### config.mk
export PLATFORM = sky130hd
export DESIGN_NAME = q15_duty_shaper_flat
export DESIGN_NICKNAME = d
export VERILOG_FILES = /design/src/rtl/pwm_pkg.sv /design/src/rtl/q15_duty_shaper_if.sv /design/src/rtl/pwm_frame_timer.sv /design/src/rtl/q15_duty_shaper.sv /design/src/flat_wrapper.sv
export SDC_FILE = /design/constraint.sdc
export NUM_CORES = 1
export LEC_CHECK = 0
export CAP_MARGIN = 20
export CORE_MARGIN = 5
export CORE_UTILIZATION = 45
export CTS_CLUSTER_DIAMETER = 50
export DETAILED_ROUTE_END_ITERATION = 12
export REMOVE_ABC_BUFFERS = 1
export SYNTH_ARGS = -nofsm -noshare
export SYNTH_HDL_FRONTEND = slang
export SYNTH_SLANG_ARGS = --single-unit
### constraint.sdc
create_clock -name clk -period 18.1 [get_ports clk]
set_clock_uncertainty 0.15 [all_clocks]
set_input_delay 3.62 -clock clk [delete_from_list [all_inputs] [get_ports clk]]
set_output_delay 3.62 -clock clk [all_outputs]
set_load 0.03 [all_outputs]
### src/rtl/pwm_pkg.sv
`default_nettype none
// +------------------------------------------------------------------+
// | pwm_pkg: shared widths, constants and slew-state type for the     |
// | frame-synchronous PWM pipeline.           Revision: 1.0           |
// +------------------------------------------------------------------+
package pwm_pkg;

  localparam int PWM_CTR_W = 12;
  localparam int Q15_W     = 16;

  localparam logic [Q15_W-1:0] Q15_OFFSET = 16'h8000;

  typedef enum logic [1:0] {
    IDLE    = 2'd0,
    SLEW_UP = 2'd1,
    SLEW_DN = 2'd2
  } slew_state_e;

endpackage
`default_nettype wire

### src/rtl/q15_duty_shaper_if.sv
`default_nettype none
// +------------------------------------------------------------------+
// | q15_duty_shaper_if: valid/ready sample stream into the shaper.    |
// | Revision: 1.0                                                     |
// +------------------------------------------------------------------+
interface q15_duty_shaper_if #(
  parameter int IN_W = pwm_pkg::Q15_W
) ();

  logic            s_valid;
  logic            s_ready;
  logic [IN_W-1:0] s_data;

  modport master (output s_valid, output s_data, input s_ready);
  modport slave  (input s_valid, input s_data, output s_ready);

endinterface
`default_nettype wire

### src/rtl/pwm_frame_timer.sv
`default_nettype none
// +------------------------------------------------------------------+
// | pwm_frame_timer: free-running mirror of the PWM phase counter;    |
// | flags the last cycle of a frame and the first. Revision: 1.0      |
// +------------------------------------------------------------------+
module pwm_frame_timer #(
  parameter int CTR_W = pwm_pkg::PWM_CTR_W
) (
  input  logic clk,
  input  logic rst,
  output logic boundary,
  output logic frame_start
);

  logic [CTR_W-1:0] ctr_q, ctr_d;
  logic             frame_start_q, frame_start_d;

  assign boundary = &ctr_q;

  always_comb begin
    ctr_d         = ctr_q + CTR_W'(1);
    frame_start_d = boundary;
  end

  always_ff @(posedge clk) begin
    if (rst) begin
      ctr_q         <= '0;
      frame_start_q <= 1'b0;
    end else begin
      ctr_q         <= ctr_d;
      frame_start_q <= frame_start_d;
    end
  end

  assign frame_start = frame_start_q;

endmodule
`default_nettype wire

### src/rtl/q15_duty_shaper.sv
`default_nettype none
// +------------------------------------------------------------------+
// | q15_duty_shaper: Q1.15 samples -> rate-limited offset-binary duty |
// | updated only at frame starts. Optional: Q15_DUTY_SHAPER_DITHER_EN |
// | Revision: 1.0                                                     |
// +------------------------------------------------------------------+
module q15_duty_shaper
  import pwm_pkg::*;
#(
  parameter int CTR_W      = PWM_CTR_W,
  parameter int IN_W       = Q15_W,
  parameter int STEP_MAX   = 64,
  parameter int DUTY_MAX   = (1 << CTR_W) - 1,
  parameter int RESET_DUTY = 0
) (
  input  logic             clk,
  input  logic             rst,
  q15_duty_shaper_if.slave s_if,
  output logic [CTR_W-1:0] duty,
  output logic             duty_upd,
  output logic             at_target,
  output logic             frame_start
);

  localparam int               FRAC_W     = IN_W - CTR_W;
  localparam logic [IN_W-1:0]  MSB_FLIP   = {1'b1, {(IN_W-1){1'b0}}};
  localparam logic [IN_W:0]    DUTY_MAX_W = (IN_W+1)'(DUTY_MAX);
  localparam logic [CTR_W-1:0] DUTY_MAX_C = CTR_W'(DUTY_MAX);
  localparam logic [CTR_W:0]   STEP_C     = (CTR_W+1)'(STEP_MAX);
  localparam logic [CTR_W-1:0] RESET_C    = CTR_W'(RESET_DUTY);

  logic             boundary;
  logic             accept;
  logic             ready_q, ready_d;
  logic [CTR_W-1:0] target_q, target_d;
  logic [CTR_W-1:0] slew_q, slew_d;
  logic [CTR_W-1:0] duty_q, duty_d;
  logic             duty_upd_q, duty_upd_d;
  logic             at_target_q, at_target_d;
  slew_state_e      state_q, state_d;
  logic [IN_W-1:0]  u;
  logic [IN_W:0]    r;
  logic [CTR_W-1:0] target_conv;
  logic [CTR_W:0]   diff;
  logic [CTR_W-1:0] step;
`ifdef Q15_DUTY_SHAPER_DITHER_EN
  logic [FRAC_W-1:0] frac_q, frac_d;
  logic [FRAC_W-1:0] acc_q, acc_d;
  logic [FRAC_W:0]   acc_sum;
`endif

  pwm_frame_timer #(.CTR_W(CTR_W)) u_timer (
    .clk         (clk),
    .rst         (rst),
    .boundary    (boundary),
    .frame_start (frame_start)
  );

  // Target may not move in the boundary cycle while the slew step is formed.
  assign s_if.s_ready = ready_q && !boundary;

  always_comb begin
    u = s_if.s_data ^ MSB_FLIP;
`ifdef Q15_DUTY_SHAPER_DITHER_EN
    r = {1'b0, u} >> FRAC_W;
`else
    r = ({1'b0, u} + (IN_W+1)'(1 << (FRAC_W-1))) >> FRAC_W;
`endif
    target_conv = (r > DUTY_MAX_W) ? DUTY_MAX_C : r[CTR_W-1:0];
  end

  always_comb begin
    accept   = s_if.s_valid && s_if.s_ready;
    ready_d  = 1'b1;
    target_d = accept ? target_conv : target_q;

    diff = (state_q == SLEW_DN) ? ({1'b0, slew_q} - {1'b0, target_q})
                                : ({1'b0, target_q} - {1'b0, slew_q});
    step = (diff > STEP_C) ? STEP_C[CTR_W-1:0] : diff[CTR_W-1:0];

    slew_d = slew_q;
    if (boundary) begin
      case (state_q)
        SLEW_UP: slew_d = slew_q + step;
        SLEW_DN: slew_d = slew_q - step;
        default: slew_d = slew_q;
      endcase
    end

    if (target_d > slew_d) begin
      state_d = SLEW_UP;
    end else if (target_d < slew_d) begin
      state_d = SLEW_DN;
    end else begin
      state_d = IDLE;
    end
    at_target_d = (target_d == slew_d);

`ifdef Q15_DUTY_SHAPER_DITHER_EN
    // The +1 lasts one frame; the slewed value underneath is left untouched.
    frac_d  = accept ? u[FRAC_W-1:0] : frac_q;
    acc_sum = {1'b0, acc_q} + {1'b0, frac_q};
    acc_d   = acc_q;
    duty_d  = duty_q;
    if (boundary) begin
      acc_d  = acc_sum[FRAC_W-1:0];
      duty_d = (acc_sum[FRAC_W] && (slew_d < DUTY_MAX_C)) ? slew_d + CTR_W'(1) : slew_d;
    end
`else
    duty_d = slew_d;
`endif
    duty_upd_d = boundary && (duty_d != duty_q);
  end

  always_ff @(posedge clk) begin
    if (rst) begin
      ready_q     <= 1'b0;
      target_q    <= RESET_C;
      slew_q      <= RESET_C;
      duty_q      <= RESET_C;
      duty_upd_q  <= 1'b0;
      at_target_q <= 1'b1;
      state_q     <= IDLE;
`ifdef Q15_DUTY_SHAPER_DITHER_EN
      frac_q      <= '0;
      acc_q       <= '0;
`endif
    end else begin
      ready_q     <= ready_d;
      target_q    <= target_d;
      slew_q      <= slew_d;
      duty_q      <= duty_d;
      duty_upd_q  <= duty_upd_d;
      at_target_q <= at_target_d;
      state_q     <= state_d;
`ifdef Q15_DUTY_SHAPER_DITHER_EN
      frac_q      <= frac_d;
      acc_q       <= acc_d;
`endif
    end
  end

  assign duty      = duty_q;
  assign duty_upd  = duty_upd_q;
  assign at_target = at_target_q;

endmodule
`default_nettype wire

### src/flat_wrapper.sv
// flat-port wrapper written by rule: the top's interface ports become plain ports
module q15_duty_shaper_flat import pwm_pkg::*;
#(
  parameter int CTR_W      = PWM_CTR_W,
  parameter int IN_W       = Q15_W,
  parameter int STEP_MAX   = 64,
  parameter int DUTY_MAX   = (1 << CTR_W) - 1,
  parameter int RESET_DUTY = 0
)
  (clk, rst, duty, duty_upd, at_target, frame_start, s_if_s_valid, s_if_s_data, s_if_s_ready);
  q15_duty_shaper_if #(.IN_W(IN_W)) s_if_i ();
  input  logic clk;
  input  logic rst;
  output logic [CTR_W-1:0] duty;
  output logic duty_upd;
  output logic at_target;
  output logic frame_start;
  input wire logic [$bits(s_if_i.s_valid)-1:0] s_if_s_valid;
  input wire logic [$bits(s_if_i.s_data)-1:0] s_if_s_data;
  output wire logic [$bits(s_if_i.s_ready)-1:0] s_if_s_ready;
  assign s_if_i.s_valid = s_if_s_valid;
  assign s_if_i.s_data = s_if_s_data;
  assign s_if_s_ready = s_if_i.s_ready;
  q15_duty_shaper #(.CTR_W(CTR_W), .IN_W(IN_W), .STEP_MAX(STEP_MAX), .DUTY_MAX(DUTY_MAX), .RESET_DUTY(RESET_DUTY)) u_core (.clk(clk), .rst(rst), .s_if(s_if_i), .duty(duty), .duty_upd(duty_upd), .at_target(at_target), .frame_start(frame_start));
endmodule
==> results.txt <==
post-synth top area share - 0.202
Period Utilization, post-route - 0.386
gr ovfl total - 0
Most common cell on crit path - ha_1
Starting Density - 0.457
measured slew at the worst slew-check pin - 0.788 ns
Placed Cells - 640
CP max FO - 12
Synth async-reset ratio - 0
worst skew pair latency - 0.29 ns
dpl ws - 11.14 ns
port bufs - 31
placed cell areas - 0.00453 mm^2
Static Leak - 1.92 nW
post-synth top area cell - dfxtp_1
Cell Chain, Critical Path - inv_1 > ha_1 > a211oi_1 > o21ai_0 > a21boi_0 > a311oi_2 > o32ai_2 > or3_4 > or3_1 > ha_1 > mux2i_1 > ha_1 > nor2b_1 > o31a_1 > o41ai_1 > a21oi_1 > a21o_1 > a221oi_1 > o311ai_0 > nor4_2 > ha_1 > nand4_1 > or3_1 > and4_1
Detail Route Antenna Nets - 0
Tmin final - 6.98 ns
vias post-DR - 3,672
mux cell area share after synthesis - 0.0448
Final Hold Violating Endpoints - 0
Routed WL - 10,300 um
Worst Path Class, Setup - reg -> reg
Post-route DRC - 0
Worst VDD drop - 0.0000493 V
Setup TNS Final - 0 ns
Top FF cell, synth - dfxtp_1
fin worst setup slack - 11.12 ns
net load switching power - 165 uW
largest family of logic cells by synthesized area - simple AND/OR/NAND/NOR gates
Clock Power Share - 0.156
drt first-iter violations - 209
Post-synth EDFFs - 0
GRT Util Overall - 0.190
P per Cell Area - 83.5 mW/mm^2
Hold WC Path Type - reg -> reg
WL per Instance - 15.9 um
Rel. slew slack - 0.475
largest net degree at the start of global routing - 44
Rows - 35
Synth Area in Adders - 0.168
Num CTS Buffers - 5
Gate power share - 0.579
Critical Path RT - 18.14 ns
top-level port count - 35
Longest Clk Path Bufs - 2
filler-free cell count of the finished design - 648
crit path capture type - register
CTS tree - built
Yosys cell types - 71
DIE WIDTH - 106 um
Seq/Total Area, Yosys - 0.202
Compound-Gate Fraction of Synth Area - 0.207
diode count - 0
synthesized cell area - 0.00416 mm^2
Die H - 106 um
post-synthesis xor/xnor area fraction - 0.0926
Synth Register Bits - 42
post-CTS sizing - 0
layout cells sized above 1 - 0.0540
yosys warns - 0
Slew Viols, Final - 0
most numerous cell in the Yosys netlist - nor2_1
Nets - 609
# Post-CTS Setup Buffers - 0
Root Buffer - clkbuf_8
unrepaired setup endpoints after global routing - no
vias in the first global route - 3,664
max_cap viols - 0
worst-path cell with the longest stage delay - ha_1
global-route wire length before repair - 17,600 um
H-Tree Level Count - 2
slowest stage delay, CP - 0.53 ns
sequential power share - 0.265
Max Fclk - 143 MHz
synthesized area per cell - 8.08 um^2
Startpoint Class - register
sw frac - 0.426
setup violators final - 0
Core Box Area - 0.00911 mm^2
via/cell ratio - 5.67
Detail Placement HPWL - 8420 um
clk sink count - 42
die area - 0.0113 mm^2
top post-synthesis cells by area - dfxtp_1 20%, ha_1 15%, xnor2_1 5.3%
simple-gate share of the synthesized area - 0.231
clock-pin transition on the worst setup and hold timing paths - 0.08 ns
fin area - 0.00462 mm^2
Synth top cells by count - 52 x nor2_1, 51 x ha_1, 42 x dfxtp_1
internal power - 221 uW
initial antenna violation count - 0
Synth Instances - 515
Syn-to-layout area delta - 10.9%
CP arrival - 7.02 ns
Tot Pwr - 386 uW
DRT Pass-1 Iters - 4
run status - finished, final reports clean
cts hold-fix bufs - 0
Final GP Congestion - 0.887
[kinds of logic after synthesis]
family | count (synthesis)
XOR/XNOR | 44
buffers and inverters | 54
AO/OA/AOI/OAI | 124
adder cells (fa/ha/maj) | 54
multiplexers | 18
AND/OR/NAND/NOR | 179
flip-flops | 42
[metrics by stage]
step | hold slack [ns] | utilization
5_1_grt | 0.355 | 0.507
3_3_place_gp | 0.294 | 0.498
4_1_cts | 0.324 | 0.507
6_report | 0.317 | 0.507
2_1_floorplan | 0.280 | -
3_5_place_dp | 0.305 | 0.498
[metal layers]
layer | GRT usage | vias up | share of wire
met1 | 0.267 | 1713 | 0.52
met2 | 0.310 | 55 | 0.44
li1 | - | 1891 | -
met5 | 0 | - | 0
met3 | 0.0231 | 13 | 0.024
met4 | 0.0472 | 0 | 0.018
[sequential cells by signal (all words and copies together), names as in the netlist]
signal / flops
u_core.ready_q: 1
u_core.u_timer.frame_start: 1
u_core.duty_upd: 1
u_core.target_q: 12
u_core.slew_q: 12
u_core.at_target: 1
u_core.u_timer.ctr_q: 12
u_core.state_q: 2
[worst max-delay path: cells and delay by family, from the launching register on]
family | cells | cell delay [ns]
flip-flops | 1 | 0.47
adder cells (fa/ha/maj) | 4 | 1.34
multiplexers | 1 | 0.24
buffers and inverters | 1 | 0.13
AND/OR/NAND/NOR | 7 | 2.01
AO/OA/AOI/OAI | 11 | 2.52
[worst paths after layout]
check                                          endpoint  depth (start not counted)               startpoint  slack, ns
worst max-delay path                  u_core.state_q[1]                         24         u_core.slew_q[8]      11.12
worst min-delay path            u_core.u_timer.ctr_q[0]                          1  u_core.u_timer.ctr_q[0]       0.32
worst max register to register        u_core.state_q[1]                         24         u_core.slew_q[8]      11.12
worst min register to register  u_core.u_timer.ctr_q[0]                          1  u_core.u_timer.ctr_q[0]       0.32
[placed cells by master, fill, tap and decap left out, drive strengths merged, types with 4 or more instances in the layout]
master | netlist | layout
nor3 | 9 | 9
mux2 | 5 | 5
nand2b | 4 | 4
nor2b | 7 | 7
and3 | 10 | 10
nor2 | 52 | 52
clkdlybuf4s50 | 0 | 31
mux2i | 13 | 13
nand4 | 6 | 6
a211oi | 9 | 9
ha | 51 | 51
clkbuf | 11 | 6
a21o | 18 | 18
xnor2 | 25 | 25
o21ai | 18 | 18
and4 | 6 | 6
a21oi | 32 | 32
dfxtp | 42 | 42
inv | 35 | 35
nand2 | 27 | 27
a22oi | 9 | 9
or2 | 6 | 6
or3 | 10 | 10
nand3 | 14 | 14
xor2 | 19 | 19
and2 | 17 | 17
[power by group through the flow]
stage / Combinational, mW / Clock, mW / Sequential [mW]
finish: 0.224 / 0.0601 / 0.102
global route: 0.250 / 0.0663 / 0.103
CTS: 0.223 / 0.0616 / 0.102
detailed placement: 0.221 / 0 / 0.104
global placement: 0.218 / 0 / 0.104
floorplan: 0.172 / 0 / 0.105
[final cells by class]
type,count,area [um^2]
clock buffer,6,72.6
clock inverter,2,13.8
fill,929,4490
inverter,35,131
multi-input combinational,419,3100
sequential,42,841
tap,111,139
timing repair buffer,33,325
Note: power is estimated with default switching activity, not from simulation.
